### src/rtl/ysyx_22041207_lsu_axi_if.sv
// Pipeline request/response port and AXI-bridge channels of the memory-stage LSU.
// Handshake rule for every valid/ready pair: the transfer happens on the rising edge where both are 1; a raised valid stays high with a stable payload until that edge.
interface ysyx_22041207_lsu_axi_if #(
  parameter int DW = 64,
  parameter int AW = 64
);
  localparam int NB = DW / 8;

  logic          req_valid;
  logic          req_ready;
  logic          req_wen;
  logic [AW-1:0] req_addr;
  logic [DW-1:0] req_wdata;
  logic [1:0]    req_size;
  logic          req_sext;
  logic          resp_valid;
  logic [DW-1:0] resp_rdata;
  logic          resp_err;
  logic          me_wait_for_axi;

  logic          w_valid_i;
  logic          w_ready_o;
  logic [AW-1:0] w_addr_i;
  logic [DW-1:0] w_data_i;
  logic [NB-1:0] w_mask_i;
  logic          w_valid_o;
  logic          w_ready_i;
  logic          w_err_o;

  logic          rx_r_valid_i;
  logic          rx_r_ready_o;
  logic [AW-1:0] rx_r_addr_i;
  logic [2:0]    rx_r_size_i;
  logic          rx_data_valid;
  logic          rx_data_ready;
  logic [DW-1:0] rx_data_read_o;
  logic          rx_err_o;

  modport master (
    input  req_valid, req_wen, req_addr, req_wdata, req_size, req_sext,
    output req_ready, resp_valid, resp_rdata, resp_err, me_wait_for_axi,
    output w_valid_i, w_addr_i, w_data_i, w_mask_i, w_ready_i,
    input  w_ready_o, w_valid_o, w_err_o,
    output rx_r_valid_i, rx_r_addr_i, rx_r_size_i, rx_data_ready,
    input  rx_r_ready_o, rx_data_valid, rx_data_read_o, rx_err_o
  );

  modport slave (
    output req_valid, req_wen, req_addr, req_wdata, req_size, req_sext,
    input  req_ready, resp_valid, resp_rdata, resp_err, me_wait_for_axi,
    input  w_valid_i, w_addr_i, w_data_i, w_mask_i, w_ready_i,
    output w_ready_o, w_valid_o, w_err_o,
    input  rx_r_valid_i, rx_r_addr_i, rx_r_size_i, rx_data_ready,
    output rx_r_ready_o, rx_data_valid, rx_data_read_o, rx_err_o
  );
endinterface

### src/rtl/ysyx_22041207_lsu_axi.sv
// Memory-stage load/store unit: one request at a time, issued on split read/write
// valid/ready channels, with byte-lane alignment and load extension.
module ysyx_22041207_lsu_axi #(
  parameter int DW = 64,
  parameter int AW = 64
) (
  input  logic                   clk,
  input  logic                   rst_n,
  ysyx_22041207_lsu_axi_if.master bus,
  output logic [2:0]             dbg_state_o
);
  localparam int NB = DW / 8;
  localparam int OW = $clog2(NB);

  typedef enum logic [2:0] {S_IDLE, S_AR, S_R, S_AW, S_B, S_RESP} state_e;

  state_e        state_q, state_d;
  logic [AW-1:0] addr_q, addr_d;
  logic [1:0]    size_q, size_d;
  logic          sext_q, sext_d;
  logic [OW-1:0] off_q, off_d;
  logic [DW-1:0] wdata_q, wdata_d;
  logic [NB-1:0] mask_q, mask_d;
  logic [DW-1:0] rdata_q, rdata_d;
  logic          err_q, err_d;

  logic [OW-1:0] off_in;
  logic          misalign;
  logic          oversize;
  logic [NB-1:0] lane_mask;
  logic [DW-1:0] shifted;
  logic [DW-1:0] load_val;
  logic          sign_bit;

  assign off_in = bus.req_addr[OW-1:0];

  always_comb begin
    misalign = 1'b0;
    for (int i = 0; i < OW; i++) begin
      if (i < int'(bus.req_size) && bus.req_addr[i]) misalign = 1'b1;
    end
    oversize = int'(bus.req_size) > OW;
    lane_mask = '0;
    for (int i = 0; i < NB; i++) begin
      lane_mask[i] = (i < (1 << bus.req_size));
    end
  end

  // Bring the addressed bytes down to bit 0, then fill above the access width.
  always_comb begin
    shifted  = bus.rx_data_read_o >> {off_q, 3'b000};
    sign_bit = shifted[DW-1];
    case (size_q)
      2'd0:    sign_bit = shifted[7];
      2'd1:    sign_bit = shifted[15];
      2'd2:    sign_bit = shifted[31];
      default: sign_bit = shifted[DW-1];
    endcase
    load_val = shifted;
    for (int i = 0; i < DW; i++) begin
      if (i >= (8 << size_q)) load_val[i] = sign_bit & sext_q;
    end
  end

  always_comb begin
    state_d = state_q;
    addr_d  = addr_q;
    size_d  = size_q;
    sext_d  = sext_q;
    off_d   = off_q;
    wdata_d = wdata_q;
    mask_d  = mask_q;
    rdata_d = rdata_q;
    err_d   = err_q;
    case (state_q)
      S_IDLE: begin
        if (bus.req_valid) begin
          addr_d  = {bus.req_addr[AW-1:OW], {OW{1'b0}}};
          size_d  = bus.req_size;
          sext_d  = bus.req_sext;
          off_d   = off_in;
          wdata_d = bus.req_wdata << {off_in, 3'b000};
          mask_d  = lane_mask << off_in;
          if (misalign || oversize) begin
            err_d   = 1'b1;
            rdata_d = '0;
            state_d = S_RESP;
          end else begin
            state_d = bus.req_wen ? S_AW : S_AR;
          end
        end
      end
      S_AW: if (bus.w_ready_o) state_d = S_B;
      S_B: begin
        if (bus.w_valid_o) begin
          err_d   = bus.w_err_o;
          rdata_d = '0;
          state_d = S_RESP;
        end
      end
      S_AR: if (bus.rx_r_ready_o) state_d = S_R;
      S_R: begin
        if (bus.rx_data_valid) begin
          err_d   = bus.rx_err_o;
          rdata_d = bus.rx_err_o ? '0 : load_val;
          state_d = S_RESP;
        end
      end
      S_RESP:  state_d = S_IDLE;
      default: state_d = S_IDLE;
    endcase
  end

  always_ff @(posedge clk) begin
    if (!rst_n) begin
      state_q <= S_IDLE;
      addr_q  <= '0;
      size_q  <= '0;
      sext_q  <= 1'b0;
      off_q   <= '0;
      wdata_q <= '0;
      mask_q  <= '0;
      rdata_q <= '0;
      err_q   <= 1'b0;
    end else begin
      state_q <= state_d;
      addr_q  <= addr_d;
      size_q  <= size_d;
      sext_q  <= sext_d;
      off_q   <= off_d;
      wdata_q <= wdata_d;
      mask_q  <= mask_d;
      rdata_q <= rdata_d;
      err_q   <= err_d;
    end
  end

  assign bus.req_ready       = (state_q == S_IDLE);
  assign bus.me_wait_for_axi = (state_q != S_IDLE);
  assign bus.resp_valid      = (state_q == S_RESP);
  assign bus.resp_rdata      = rdata_q;
  assign bus.resp_err        = err_q;

  assign bus.w_valid_i = (state_q == S_AW);
  assign bus.w_addr_i  = addr_q;
  assign bus.w_data_i  = wdata_q;
  assign bus.w_mask_i  = mask_q;
  assign bus.w_ready_i = (state_q == S_B);

  assign bus.rx_r_valid_i  = (state_q == S_AR);
  assign bus.rx_r_addr_i   = addr_q;
  assign bus.rx_r_size_i   = {1'b0, size_q};
  assign bus.rx_data_ready = (state_q == S_R);

  assign dbg_state_o = state_q;
endmodule

### src/flat_wrapper.sv
// flat-port wrapper written by rule: the top's interface ports become plain ports
module ysyx_22041207_lsu_axi_flat 
#(
  parameter int DW = 64,
  parameter int AW = 64
)
  (clk, rst_n, dbg_state_o, bus_req_valid, bus_req_wen, bus_req_addr, bus_req_wdata, bus_req_size, bus_req_sext, bus_req_ready, bus_resp_valid, bus_resp_rdata, bus_resp_err, bus_me_wait_for_axi, bus_w_valid_i, bus_w_addr_i, bus_w_data_i, bus_w_mask_i, bus_w_ready_i, bus_w_ready_o, bus_w_valid_o, bus_w_err_o, bus_rx_r_valid_i, bus_rx_r_addr_i, bus_rx_r_size_i, bus_rx_data_ready, bus_rx_r_ready_o, bus_rx_data_valid, bus_rx_data_read_o, bus_rx_err_o);
  ysyx_22041207_lsu_axi_if #(.DW(DW), .AW(AW)) bus_i ();
  input  logic clk;
  input  logic rst_n;
  output logic [2:0] dbg_state_o;
  input wire logic [$bits(bus_i.req_valid)-1:0] bus_req_valid;
  input wire logic [$bits(bus_i.req_wen)-1:0] bus_req_wen;
  input wire logic [$bits(bus_i.req_addr)-1:0] bus_req_addr;
  input wire logic [$bits(bus_i.req_wdata)-1:0] bus_req_wdata;
  input wire logic [$bits(bus_i.req_size)-1:0] bus_req_size;
  input wire logic [$bits(bus_i.req_sext)-1:0] bus_req_sext;
  output wire logic [$bits(bus_i.req_ready)-1:0] bus_req_ready;
  output wire logic [$bits(bus_i.resp_valid)-1:0] bus_resp_valid;
  output wire logic [$bits(bus_i.resp_rdata)-1:0] bus_resp_rdata;
  output wire logic [$bits(bus_i.resp_err)-1:0] bus_resp_err;
  output wire logic [$bits(bus_i.me_wait_for_axi)-1:0] bus_me_wait_for_axi;
  output wire logic [$bits(bus_i.w_valid_i)-1:0] bus_w_valid_i;
  output wire logic [$bits(bus_i.w_addr_i)-1:0] bus_w_addr_i;
  output wire logic [$bits(bus_i.w_data_i)-1:0] bus_w_data_i;
  output wire logic [$bits(bus_i.w_mask_i)-1:0] bus_w_mask_i;
  output wire logic [$bits(bus_i.w_ready_i)-1:0] bus_w_ready_i;
  input wire logic [$bits(bus_i.w_ready_o)-1:0] bus_w_ready_o;
  input wire logic [$bits(bus_i.w_valid_o)-1:0] bus_w_valid_o;
  input wire logic [$bits(bus_i.w_err_o)-1:0] bus_w_err_o;
  output wire logic [$bits(bus_i.rx_r_valid_i)-1:0] bus_rx_r_valid_i;
  output wire logic [$bits(bus_i.rx_r_addr_i)-1:0] bus_rx_r_addr_i;
  output wire logic [$bits(bus_i.rx_r_size_i)-1:0] bus_rx_r_size_i;
  output wire logic [$bits(bus_i.rx_data_ready)-1:0] bus_rx_data_ready;
  input wire logic [$bits(bus_i.rx_r_ready_o)-1:0] bus_rx_r_ready_o;
  input wire logic [$bits(bus_i.rx_data_valid)-1:0] bus_rx_data_valid;
  input wire logic [$bits(bus_i.rx_data_read_o)-1:0] bus_rx_data_read_o;
  input wire logic [$bits(bus_i.rx_err_o)-1:0] bus_rx_err_o;
  assign bus_i.req_valid = bus_req_valid;
  assign bus_i.req_wen = bus_req_wen;
  assign bus_i.req_addr = bus_req_addr;
  assign bus_i.req_wdata = bus_req_wdata;
  assign bus_i.req_size = bus_req_size;
  assign bus_i.req_sext = bus_req_sext;
  assign bus_req_ready = bus_i.req_ready;
  assign bus_resp_valid = bus_i.resp_valid;
  assign bus_resp_rdata = bus_i.resp_rdata;
  assign bus_resp_err = bus_i.resp_err;
  assign bus_me_wait_for_axi = bus_i.me_wait_for_axi;
  assign bus_w_valid_i = bus_i.w_valid_i;
  assign bus_w_addr_i = bus_i.w_addr_i;
  assign bus_w_data_i = bus_i.w_data_i;
  assign bus_w_mask_i = bus_i.w_mask_i;
  assign bus_w_ready_i = bus_i.w_ready_i;
  assign bus_i.w_ready_o = bus_w_ready_o;
  assign bus_i.w_valid_o = bus_w_valid_o;
  assign bus_i.w_err_o = bus_w_err_o;
  assign bus_rx_r_valid_i = bus_i.rx_r_valid_i;
  assign bus_rx_r_addr_i = bus_i.rx_r_addr_i;
  assign bus_rx_r_size_i = bus_i.rx_r_size_i;
  assign bus_rx_data_ready = bus_i.rx_data_ready;
  assign bus_i.rx_r_ready_o = bus_rx_r_ready_o;
  assign bus_i.rx_data_valid = bus_rx_data_valid;
  assign bus_i.rx_data_read_o = bus_rx_data_read_o;
  assign bus_i.rx_err_o = bus_rx_err_o;
  ysyx_22041207_lsu_axi #(.DW(DW), .AW(AW)) u_core (.clk(clk), .rst_n(rst_n), .bus(bus_i), .dbg_state_o(dbg_state_o));
endmodule
### config.mk
export PLATFORM = sky130hd
export DESIGN_NAME = ysyx_22041207_lsu_axi_flat
export DESIGN_NICKNAME = d
export VERILOG_FILES = /design/src/rtl/ysyx_22041207_lsu_axi_if.sv /design/src/rtl/ysyx_22041207_lsu_axi.sv /design/src/flat_wrapper.sv
export SDC_FILE = /design/constraint.sdc
export NUM_CORES = 1
export LEC_CHECK = 0
export BUFFER_PORTS_ARGS = -buffer_cell sky130_fd_sc_hd__buf_2
export CAP_MARGIN = 20
export CORE_AREA = 2 2 190 192
export CTS_CLUSTER_DIAMETER = 100
export DETAILED_ROUTE_END_ITERATION = 10
export DIE_AREA = 0 0 192 194
export PLACE_DENSITY = 0.65
export SLEW_MARGIN = 20
export SYNTH_ARGS = -nofsm -noshare
export SYNTH_HDL_FRONTEND = slang
export SYNTH_SLANG_ARGS = --single-unit
export TNS_END_PERCENT = 20
### constraint.sdc
create_clock -name clk -period 4.3 [get_ports clk]
set_input_delay 0.215 -clock clk [delete_from_list [all_inputs] [get_ports clk]]
set_output_delay 0.215 -clock clk [all_outputs]
set_load 0.02 [all_outputs]
==> results of run 1 <==
-- layout make-up --
type | count | area (sq um) | share of cell area, %
inverter | 7 | 26.3 | 0.174
clock buffer | 33 | 738 | 4.88
sequential | 207 | 4150 | 27.5
timing repair buffer | 557 | 3170 | 21.0
clock inverter | 12 | 145 | 0.960
multi-input combinational | 879 | 6310 | 41.7
tap | 461 | 577 | 3.82
-- power breakdown --
part           switching (mW)  total [mW]  internal [mW]  leakage [nW]
Clock                   0.876        2.26           1.38         0.438
Sequential              0.333        2.55           2.22          1.68
Combinational            2.00        3.06           1.07          4.85
Total                    3.21        7.87           4.67          6.97
-- per-stage QoR --
step,utilization (%),hold WS [ps],cells
2_1_floorplan,-,360,1283
3_3_place_gp,38.5,442,2043
3_5_place_dp,38.5,448,2043
4_1_cts,42.9,3.96,2156
5_1_grt,42.9,23.0,2156
6_report,42.9,29.8,2156
-- worst register-to-register path, stage by stage, from the launching register on --
cell and delay, ps:
dfxtp_2 660, mux2_2 400, mux4_2 500, a221o_1 410
a21oi_4 660, o2bb2ai_1 200
-- kinds of logic (layout without fill, tap and decap cells) --
family / count (synthesis) / after routing / synth area share, %
compound gates: 343 / 343 / 22.5
other cells: 1 / 7 / 0.0327
flops: 207 / 207 / 36.2
mux: 145 / 145 / 16.4
buf+inv: 197 / 609 / 9.19
simple gates: 384 / 384 / 15.8
-- worst paths after layout --
check | startpoint | end | slack [ps] | cells after the start
hold / removal | bus_req_wdata[2] | u_core.bus.w_data_i[34]$_SDFFE_PN0P_ | 30 | 3
hold reg to reg | u_core.bus.w_mask_i[1]$_SDFFE_PN0P_ | u_core.bus.w_mask_i[1]$_SDFFE_PN0P_ | 460 | 2
setup reg to reg | u_core.off_q[1]$_SDFFE_PN0P_ | u_core.bus.resp_rdata[58]$_SDFFE_PN0P_ | 1320 | 5
setup / recovery | u_core.off_q[1]$_SDFFE_PN0P_ | u_core.bus.resp_rdata[58]$_SDFFE_PN0P_ | 1320 | 5
-- metal layers --
layer  wire, um  GRT usage (%)  vias up
li1           -              -     5345
met4        999           5.40        4
met2      21700           39.0      446
met3       3820           5.63       57
met1      18400           28.8     5463
met5         27              0        -
-- state kept, by name, indices dropped and copies added (netlist names) --
| name | flops |
|---|---|
| u_core.bus.resp_rdata | 64 |
| u_core.dbg_state_o | 3 |
| u_core.bus.w_mask_i | 8 |
| u_core.size_q | 2 |
| u_core.sext_q | 1 |
| u_core.bus.resp_err | 1 |
| u_core.bus.rx_r_addr_i | 61 |
| u_core.off_q | 3 |
| u_core.bus.w_data_i | 64 |
-- placed cells by master, fill, tap and decap left out, drive strengths merged, types with 44 or more instances in the layout --
cell	n
dfxtp	207
nor2b	64
mux2i	96
a21oi	58
a21boi	74
dlygate4sd3	68
nor2	57
nand2	186
buf	489
o2bb2ai	44
-- timing repair --
item,CTS,global route
hold buffers,68,0
endpoints found under the hold margin,70,0
buffers inserted,0,0
==> results.json, run 1 <==
{
  "worstPathBufferInverterCount": 0,
  "crit_chain": "mux2_2 -> mux4_2 -> a221o_1 -> a21oi_4 -> o2bb2ai_1",
  "ant_nets": 0,
  "io_buffers": 475,
  "finalInstanceArea_sq_um": 15100,
  "synthTopCellsByCount": "dfxtp_1, nand2_1, mux2i_1",
  "area_growth_pct": 31.9,
  "fin_nets": 1883,
  "synth_cells": 1277,
  "cts_resized": 0,
  "powerDensity_nw_per_um2": 521,
  "hp-class": "in2reg",
  "hpwlAfterDp_mm": 33.2,
  "die-area_sq_um": 37200,
  "grt_pass1_vias": 11008,
  "cp_slowest_stage_delay_ps": 660,
  "status": "finished, final reports clean",
  "clockRootBuffer": "clkbuf_16",
  "drv_slew": 0,
  "fp.dieW_um": 192,
  "vias": 11315,
  "grt_overflow": 0,
  "ir_worst_vdd_mv": 0.360,
  "cp_top_family": "compound AO/OA/AOI/OAI gates",
  "clk_pin_slew_ps": 60,
  "numCtsBuffers": 26,
  "rows": 69,
  "wirelength_mm": 44.9,
  "grtUsageTotal_pct": 22.8,
  "grt_max_degree": 103,
  "synth-edff-count": 0,
  "cp_max_fo": 32,
  "grt_pass1_wl_mm": 66.2,
  "yosys.area.top_type": "dfxtp_1",
  "setup_viol": 0,
  "synth_area_leaders": "dfxtp_1, mux2i_1, mux4_2, nand2_1, a21boi_0",
  "htree_levels": 1,
  "fin_tns_setup_ps": 0,
  "yosysWarnings": 0,
  "drc": 0,
  "critPathKind": "reg2reg",
  "ios": 483,
  "p_leak_nw": 6.97,
  "drive_gt1_share_pct": 35.2,
  "synth_area_sq_um": 11500,
  "cts.sinks": 207,
  "coreArea_sq_um": 35200,
  "maxCapViolations": 0,
  "fillCellCount": 3459,
  "dpl_cell_area_sq_um": 13600,
  "slowest_stage": "dfxtp_2",
  "start_util_pct": 32.5,
  "synth_top_area_share_pct": 36.2,
  "async_reset_ff_share_pct": 0,
  "finalWorstSetupSlack_ps": 1320,
  "p_total_mw": 7.87,
  "rsz0062_at_grt": "no",
  "hold_violations": 0,
  "worstPathArrival_ps": 3380,
  "die_h_um": 194,
  "fmax_mhz": 336,
  "cts_tree": "done",
  "slew_headroom_pct": 27.5,
  "finalCritPeriodShare_pct": 69.3,
  "post-route-min-period_ps": 2980,
  "max_slew.worst_pin.slew_ps": 1090,
  "routabilityCongestion": 0.910,
  "clockBufferDepth": 3,
  "synth_flop_cell": "dfxtp_1",
  "ys_ff_latch": 207,
  "synth-seq-area-share_pct": 36.2,
  "first_pass_iters": 5,
  "finClkSkew_ps": 18.4,
  "viasPerCell": 5.25,
  "antenna_cells": 0,
  "syn_avg_cell_area_sq_um": 8.98,
  "cp_data_required_time_ps": 4700,
  "antenna_found_initial": 2,
  "yosysUniqueCellTypes": 57,
  "clock_latency_ps": 550,
  "drt_first_iter_violations": 819,
  "wl_per_cell_um": 20.8,
  "critPathLaunchType": "flip-flop",
  "place_ws_ps": 1300,
  "synth_most_common_cell": "dfxtp_1",
  "cp-end-kind": "flip-flop"
}
(Power assumes the default switching activity.)
==> run 2: changes to the inputs <==
--- a/config.mk
+++ b/config.mk
@@ -7,11 +7,11 @@
 export LEC_CHECK = 0
 export BUFFER_PORTS_ARGS = -buffer_cell sky130_fd_sc_hd__buf_2
 export CAP_MARGIN = 20
-export CORE_AREA = 2 2 190 192
+export CORE_AREA = 2 2 185 187
 export CTS_CLUSTER_DIAMETER = 100
 export DETAILED_ROUTE_END_ITERATION = 10
-export DIE_AREA = 0 0 192 194
-export PLACE_DENSITY = 0.65
+export DIE_AREA = 0 0 187 189
+export PLACE_DENSITY = 0.7
 export SLEW_MARGIN = 20
 export SYNTH_ARGS = -nofsm -noshare
 export SYNTH_HDL_FRONTEND = slang
==> constraint.sdc (replaced) <==
create_clock -name clk -period 2.7 [get_ports clk]
set_input_delay 0.135 -clock clk [delete_from_list [all_inputs] [get_ports clk]]
set_output_delay 0.135 -clock clk [all_outputs]
set_load 0.02 [all_outputs]
==> results.json, run 2 (synthesized netlist as in run 1, its figures left out) <==
{
  "hp-class": "in2reg",
  "clk_pin_slew_ps": 60,
  "hold_path_startpoint": "bus_rx_data_read_o[61]",
  "hold_path_depth": 3,
  "fmax_mhz": 395,
  "min_delay_worst_endpoint": "u_core.bus.resp_rdata[61]$_SDFFE_PN0P_",
  "cp_top_family": "buffers and inverters",
  "final_common_cell": "buf_2",
  "powerDensity_nw_per_um2": 829,
  "route.top_layer_used": "met5",
  "antenna_found_initial": 2,
  "worstPathArrival_ps": 3000,
  "cts_tree": "done",
  "critPathKind": "reg2reg",
  "first_pass_iters": 6,
  "drive_gt1_share_pct": 36.1,
  "p_leak_nw": 7.29,
  "numCtsBuffers": 25,
  "clock_latency_ps": 530,
  "reg2reg_depth": 8,
  "finalCritPeriodShare_pct": 93.8,
  "post-route-min-period_ps": 2530,
  "worstPathBufferInverterCount": 4,
  "slew_headroom_pct": 35.0,
  "grt_overflow": 0,
  "r2r_setup_slack_ps": 170,
  "cpMostUsedCell": "buf_4",
  "m1WireLength_mm": 18.5,
  "routabilityCongestion": 0.933,
  "wl_met3_mm": 3.93,
  "grtUsageTotal_pct": 24.5,
  "area_growth_pct": 36.7,
  "clockBufferDepth": 3,
  "timing.rr.end": "u_core.bus.rx_r_addr_i[21]$_SDFFE_PN0P_",
  "die-area_sq_um": 35300,
  "route.met2.wl_mm": 21.6,
  "grt_max_degree": 108,
  "htree_levels": 1,
  "clockRootBuffer": "clkbuf_16",
  "cts.sinks": 207,
  "wl_per_cell_um": 20.8,
  "ir_worst_vdd_mv": 0.640,
  "rows": 67,
  "setup_viol": 0,
  "drc": 0,
  "viasPerCell": 5.31,
  "drt_first_iter_violations": 710,
  "holdWs_ps": 27.4,
  "rsz0062_at_grt": "no",
  "max_slew.worst_pin.slew_ps": 975,
  "r2r-start": "u_core.dbg_state_o[0]$_SDFFE_PN0P_",
  "fin_nets": 1937,
  "hpwlAfterDp_mm": 34.1,
  "final_cell_mix": "buf_2, dfxtp_1, nand2_1, mux2i_1, dlygate4sd3_1",
  "start_util_pct": 34.4,
  "wirelength_mm": 45.7,
  "ios": 483,
  "io_buffers": 475,
  "fin_tns_setup_ps": 0,
  "ant_nets": 0,
  "cp-end-kind": "flip-flop",
  "drv_slew": 0,
  "hold_violations": 0,
  "critPathLaunchType": "flip-flop",
  "fp.dieW_um": 187,
  "cp_data_required_time_ps": 3170,
  "grt_pass1_wl_mm": 68.3,
  "fillCellCount": 3185,
  "die_h_um": 189,
  "cp_max_fo": 38,
  "coreArea_sq_um": 33300,
  "crit_chain": "buf_4 -> nor3_2 -> buf_4 -> and2_4 -> buf_6 -> nand2_1 -> a21boi_0 -> dlygate4sd3_1",
  "cp_slowest_stage_delay_ps": 570,
  "finClkSkew_ps": 9.60,
  "maxCapViolations": 0,
  "status": "finished, final reports clean",
  "final_core_util_pct": 47.1,
  "slowest_stage": "dlygate4sd3_1",
  "vias": 11673,
  "grt_pass1_vias": 11522
}
run 2: cell types whose count changed in the layout (fill, tap and decap cells not counted), sizes merged:
cell and delta:
inv +1, clkinvlp -1, dlygate4sd3 +18, bufinv +3, buf +37, clkinv -3
diode +2
run 2: power by group:
group	internal [mW]	switching (mW)
registers	3.53	0.394
logic	1.93	3.37
clock network	2.38	1.39
total	7.84	5.15
run 2: cell type report:
| cell class | count | area, sq um | area share (%) |
|---|---|---|---|
| Multi-Input combinational cell | 879 | 6310 | 40.2 |
| Sequential cell | 207 | 4150 | 26.5 |
| Timing Repair Buffer | 612 | 3710 | 23.7 |
| Clock buffer | 33 | 696 | 4.44 |
| Tap cell | 448 | 561 | 3.58 |
| Clock inverter | 12 | 221 | 1.41 |
| Inverter | 7 | 26.3 | 0.168 |
| Antenna cell | 2 | 5.00 | 0.0319 |
run 2: worst max path at each step:
stage | startpoint | end | slack, ps | cells past startpoint
floorplan | u_core.dbg_state_o[2]$_SDFFE_PN0P_ | u_core.bus.w_data_i[32]$_SDFFE_PN0P_ | 450 | 7
global placement | u_core.off_q[1]$_SDFFE_PN0P_ | u_core.bus.resp_rdata[37]$_SDFFE_PN0P_ | 370 | 7
detailed placement | u_core.off_q[1]$_SDFFE_PN0P_ | u_core.bus.resp_rdata[63]$_SDFFE_PN0P_ | 340 | 7
CTS | u_core.dbg_state_o[0]$_SDFFE_PN0P_ | u_core.sext_q$_SDFFE_PN0P_ | 50 | 8
global route | u_core.dbg_state_o[0]$_SDFFE_PN0P_ | u_core.bus.rx_r_addr_i[21]$_SDFFE_PN0P_ | 10 | 8
finish | u_core.dbg_state_o[0]$_SDFFE_PN0P_ | u_core.bus.rx_r_addr_i[21]$_SDFFE_PN0P_ | 170 | 8
run 2: timing repair:
action | 4_1_cts | 5_1_grt
buffers inserted | 0 | 0
endpoints found under the hold margin | 87 | 0
resized for setup | 0 | 1
endpoints found under the setup margin | 0 | 8
hold buffers | 86 | 0
run 2: per-stage QoR:
stage          power (mW)  std cells  cell area, sq um  setup slack, ps
2_1_floorplan        7.39       1283             11500              446
3_3_place_gp         9.08       2067             13900              366
3_5_place_dp         9.13       2067             13900              344
4_1_cts              13.1       2198             15700             51.9
5_1_grt              13.6       2198             15700             11.5
6_report             13.0       2200             15700              168
run 2: worst reg2reg max path, stage by stage (launching register included):
cell	delay (ps)
dfxtp_1	350
buf_4	180
nor3_2	200
buf_4	200
and2_4	360
buf_6	330
nand2_1	110
a21boi_0	170
dlygate4sd3_1	570
run 2: per-layer routing:
metal	track usage (%)	up-vias
met3	6.56	91
met5	0	-
met1	30.2	5541
met4	8.82	4
li1	-	5444
met2	41.0	593
==> run 3: changes to the inputs <==
--- a/config.mk
+++ b/config.mk
@@ -11,7 +11,7 @@
 export CTS_CLUSTER_DIAMETER = 100
 export DETAILED_ROUTE_END_ITERATION = 10
 export DIE_AREA = 0 0 187 189
-export PLACE_DENSITY = 0.7
+export PLACE_DENSITY = 0.75
 export SLEW_MARGIN = 20
 export SYNTH_ARGS = -nofsm -noshare
 export SYNTH_HDL_FRONTEND = slang
==> results.json, run 3 (synthesized netlist as in run 1, its figures left out) <==
{
  "status": "finished, final reports clean",
  "finalInstanceArea_sq_um": 15500,
  "hold_violations": 0,
  "finClkSkew_ps": 25.4,
  "slowest_stage": "dlygate4sd3_1",
  "first_pass_iters": 5,
  "drive_gt1_share_pct": 36.0,
  "drt_first_iter_violations": 887,
  "start_util_pct": 34.4,
  "coreArea_sq_um": 33300,
  "routabilityCongestion": 0.947,
  "ant_nets": 0,
  "grt_pass1_vias": 11210,
  "combPwrFrac_pct": 40.1,
  "rows": 67,
  "cp-end-kind": "flip-flop",
  "clockRootBuffer": "clkbuf_16",
  "fp.dieW_um": 187,
  "io_buffers": 475,
  "fmax_mhz": 398,
  "slew_headroom_pct": 20.8,
  "viasPerCell": 5.38,
  "maxCapViolations": 0,
  "grtUsageTotal_pct": 23.8,
  "area_growth_pct": 35.6,
  "final_common_cell": "buf_2",
  "internal-power_mw": 7.80,
  "vias": 11723,
  "ios": 483,
  "ir_worst_vdd_mv": 0.582,
  "powerDensity_nw_per_um2": 839,
  "setup_viol": 0,
  "max_slew.worst_pin.slew_ps": 1180,
  "swShare_pct": 40.1,
  "seqPwrFrac_pct": 30.5,
  "critPathLaunchType": "flip-flop",
  "fin_tns_setup_ps": 0,
  "clockBufferDepth": 3,
  "rsz0062_at_grt": "no",
  "post-route-min-period_ps": 2510,
  "final_cell_mix": "buf_2, dfxtp_1, nand2_1, mux2i_1, dlygate4sd3_1",
  "critPathKind": "reg2reg",
  "cp_data_required_time_ps": 3190,
  "grt_overflow": 0,
  "crit_chain": "nor3_4 -> buf_4 -> and2_4 -> buf_12 -> nand2_1 -> a21boi_0 -> dlygate4sd3_1",
  "holdWs_ps": 29.5,
  "hp-class": "in2reg",
  "dpl_cell_area_sq_um": 13800,
  "p_leak_nw": 7.20,
  "finalCritPeriodShare_pct": 93.0,
  "power_switching_mw": 5.23,
  "worstPathArrival_ps": 3000,
  "cts_tree": "done",
  "p_total_mw": 13.0,
  "antenna_found_initial": 1,
  "grt_pass1_wl_mm": 66.9,
  "clk_pin_slew_ps": 60,
  "htree_levels": 1,
  "die_h_um": 189,
  "wl_per_cell_um": 20.6,
  "drc": 0,
  "cp_max_fo": 60,
  "fin_nets": 1918,
  "cts.sinks": 207,
  "clock_latency_ps": 540,
  "power_frac_clock_pct": 29.3,
  "grt_max_degree": 149,
  "drv_slew": 0,
  "wirelength_mm": 44.8,
  "numCtsBuffers": 25,
  "fillCellCount": 3149,
  "hpwlAfterDp_mm": 32.6,
  "cp_slowest_stage_delay_ps": 560,
  "die-area_sq_um": 35300
}
run 3: critical path, delay by kind of cell (launching register included):
family          cells  cell delay [ps]
compound gates      1              150
simple gates        3              730
flops               1              450
buf+inv             3             1060
run 3: path summary, 6_finish.rpt:
kind,depth (start not counted),endpoint,slack (ps),start
worst min-delay path,3,u_core.bus.resp_rdata[63]$_SDFFE_PN0P_,30,bus_rx_data_read_o[63]
worst max-delay path,7,u_core.sext_q$_SDFFE_PN0P_,190,u_core.dbg_state_o[1]$_SDFFE_PN0P_
worst min register to register,1,u_core.bus.resp_rdata[29]$_SDFFE_PN0P_,460,u_core.bus.resp_rdata[29]$_SDFFE_PN0P_
worst max register to register,7,u_core.sext_q$_SDFFE_PN0P_,190,u_core.dbg_state_o[1]$_SDFFE_PN0P_
run 3: through the flow:
step | std cells | utilization [%] | setup WS [ps]
3_3_place_gp | 2055 | 41.5 | 464
2_1_floorplan | 1283 | - | 446
5_1_grt | 2180 | 46.7 | 58.5
4_1_cts | 2179 | 46.6 | 48.5
6_report | 2181 | 46.7 | 190
3_5_place_dp | 2055 | 41.5 | 393
run 3: power by group through the flow:
stage	Combinational [mW]	Sequential (mW)	Clock, mW
floorplan	2.97	4.41	0
global placement	5.05	4.00	0
detailed placement	5.09	4.02	0
CTS	5.19	3.96	3.90
global route	5.58	4.04	4.04
finish	5.23	3.98	3.82
run 3: metal layers:
layer	wire, um	share of wire [%]	vias to the layer above	GRT usage [%]
li1	-	-	5428	-
met1	17800	40	5549	29.7
met2	21300	47	650	39.9
met3	3910	8.7	94	5.28
met4	1870	4.2	2	9.98
met5	13	0.029	-	0
run 3: what timing repair did:
action                                  in CTS  in global routing
resized for setup                            0                  1
hold buffers                                78                  0
endpoints found under the setup margin       0                  1
hold endpoints to repair                    87                  0
buffers inserted                             0                  1
run 3: layout make-up:
type	count	area [sq um]	share of cell area (%)
multi-input combinational	879	6310	40.6
inverter	7	26.3	0.169
tap	448	561	3.61
clock buffer	30	684	4.40
sequential	207	4150	26.7
antenna	1	2.50	0.0161
clock inverter	16	255	1.64
timing repair buffer	593	3550	22.9
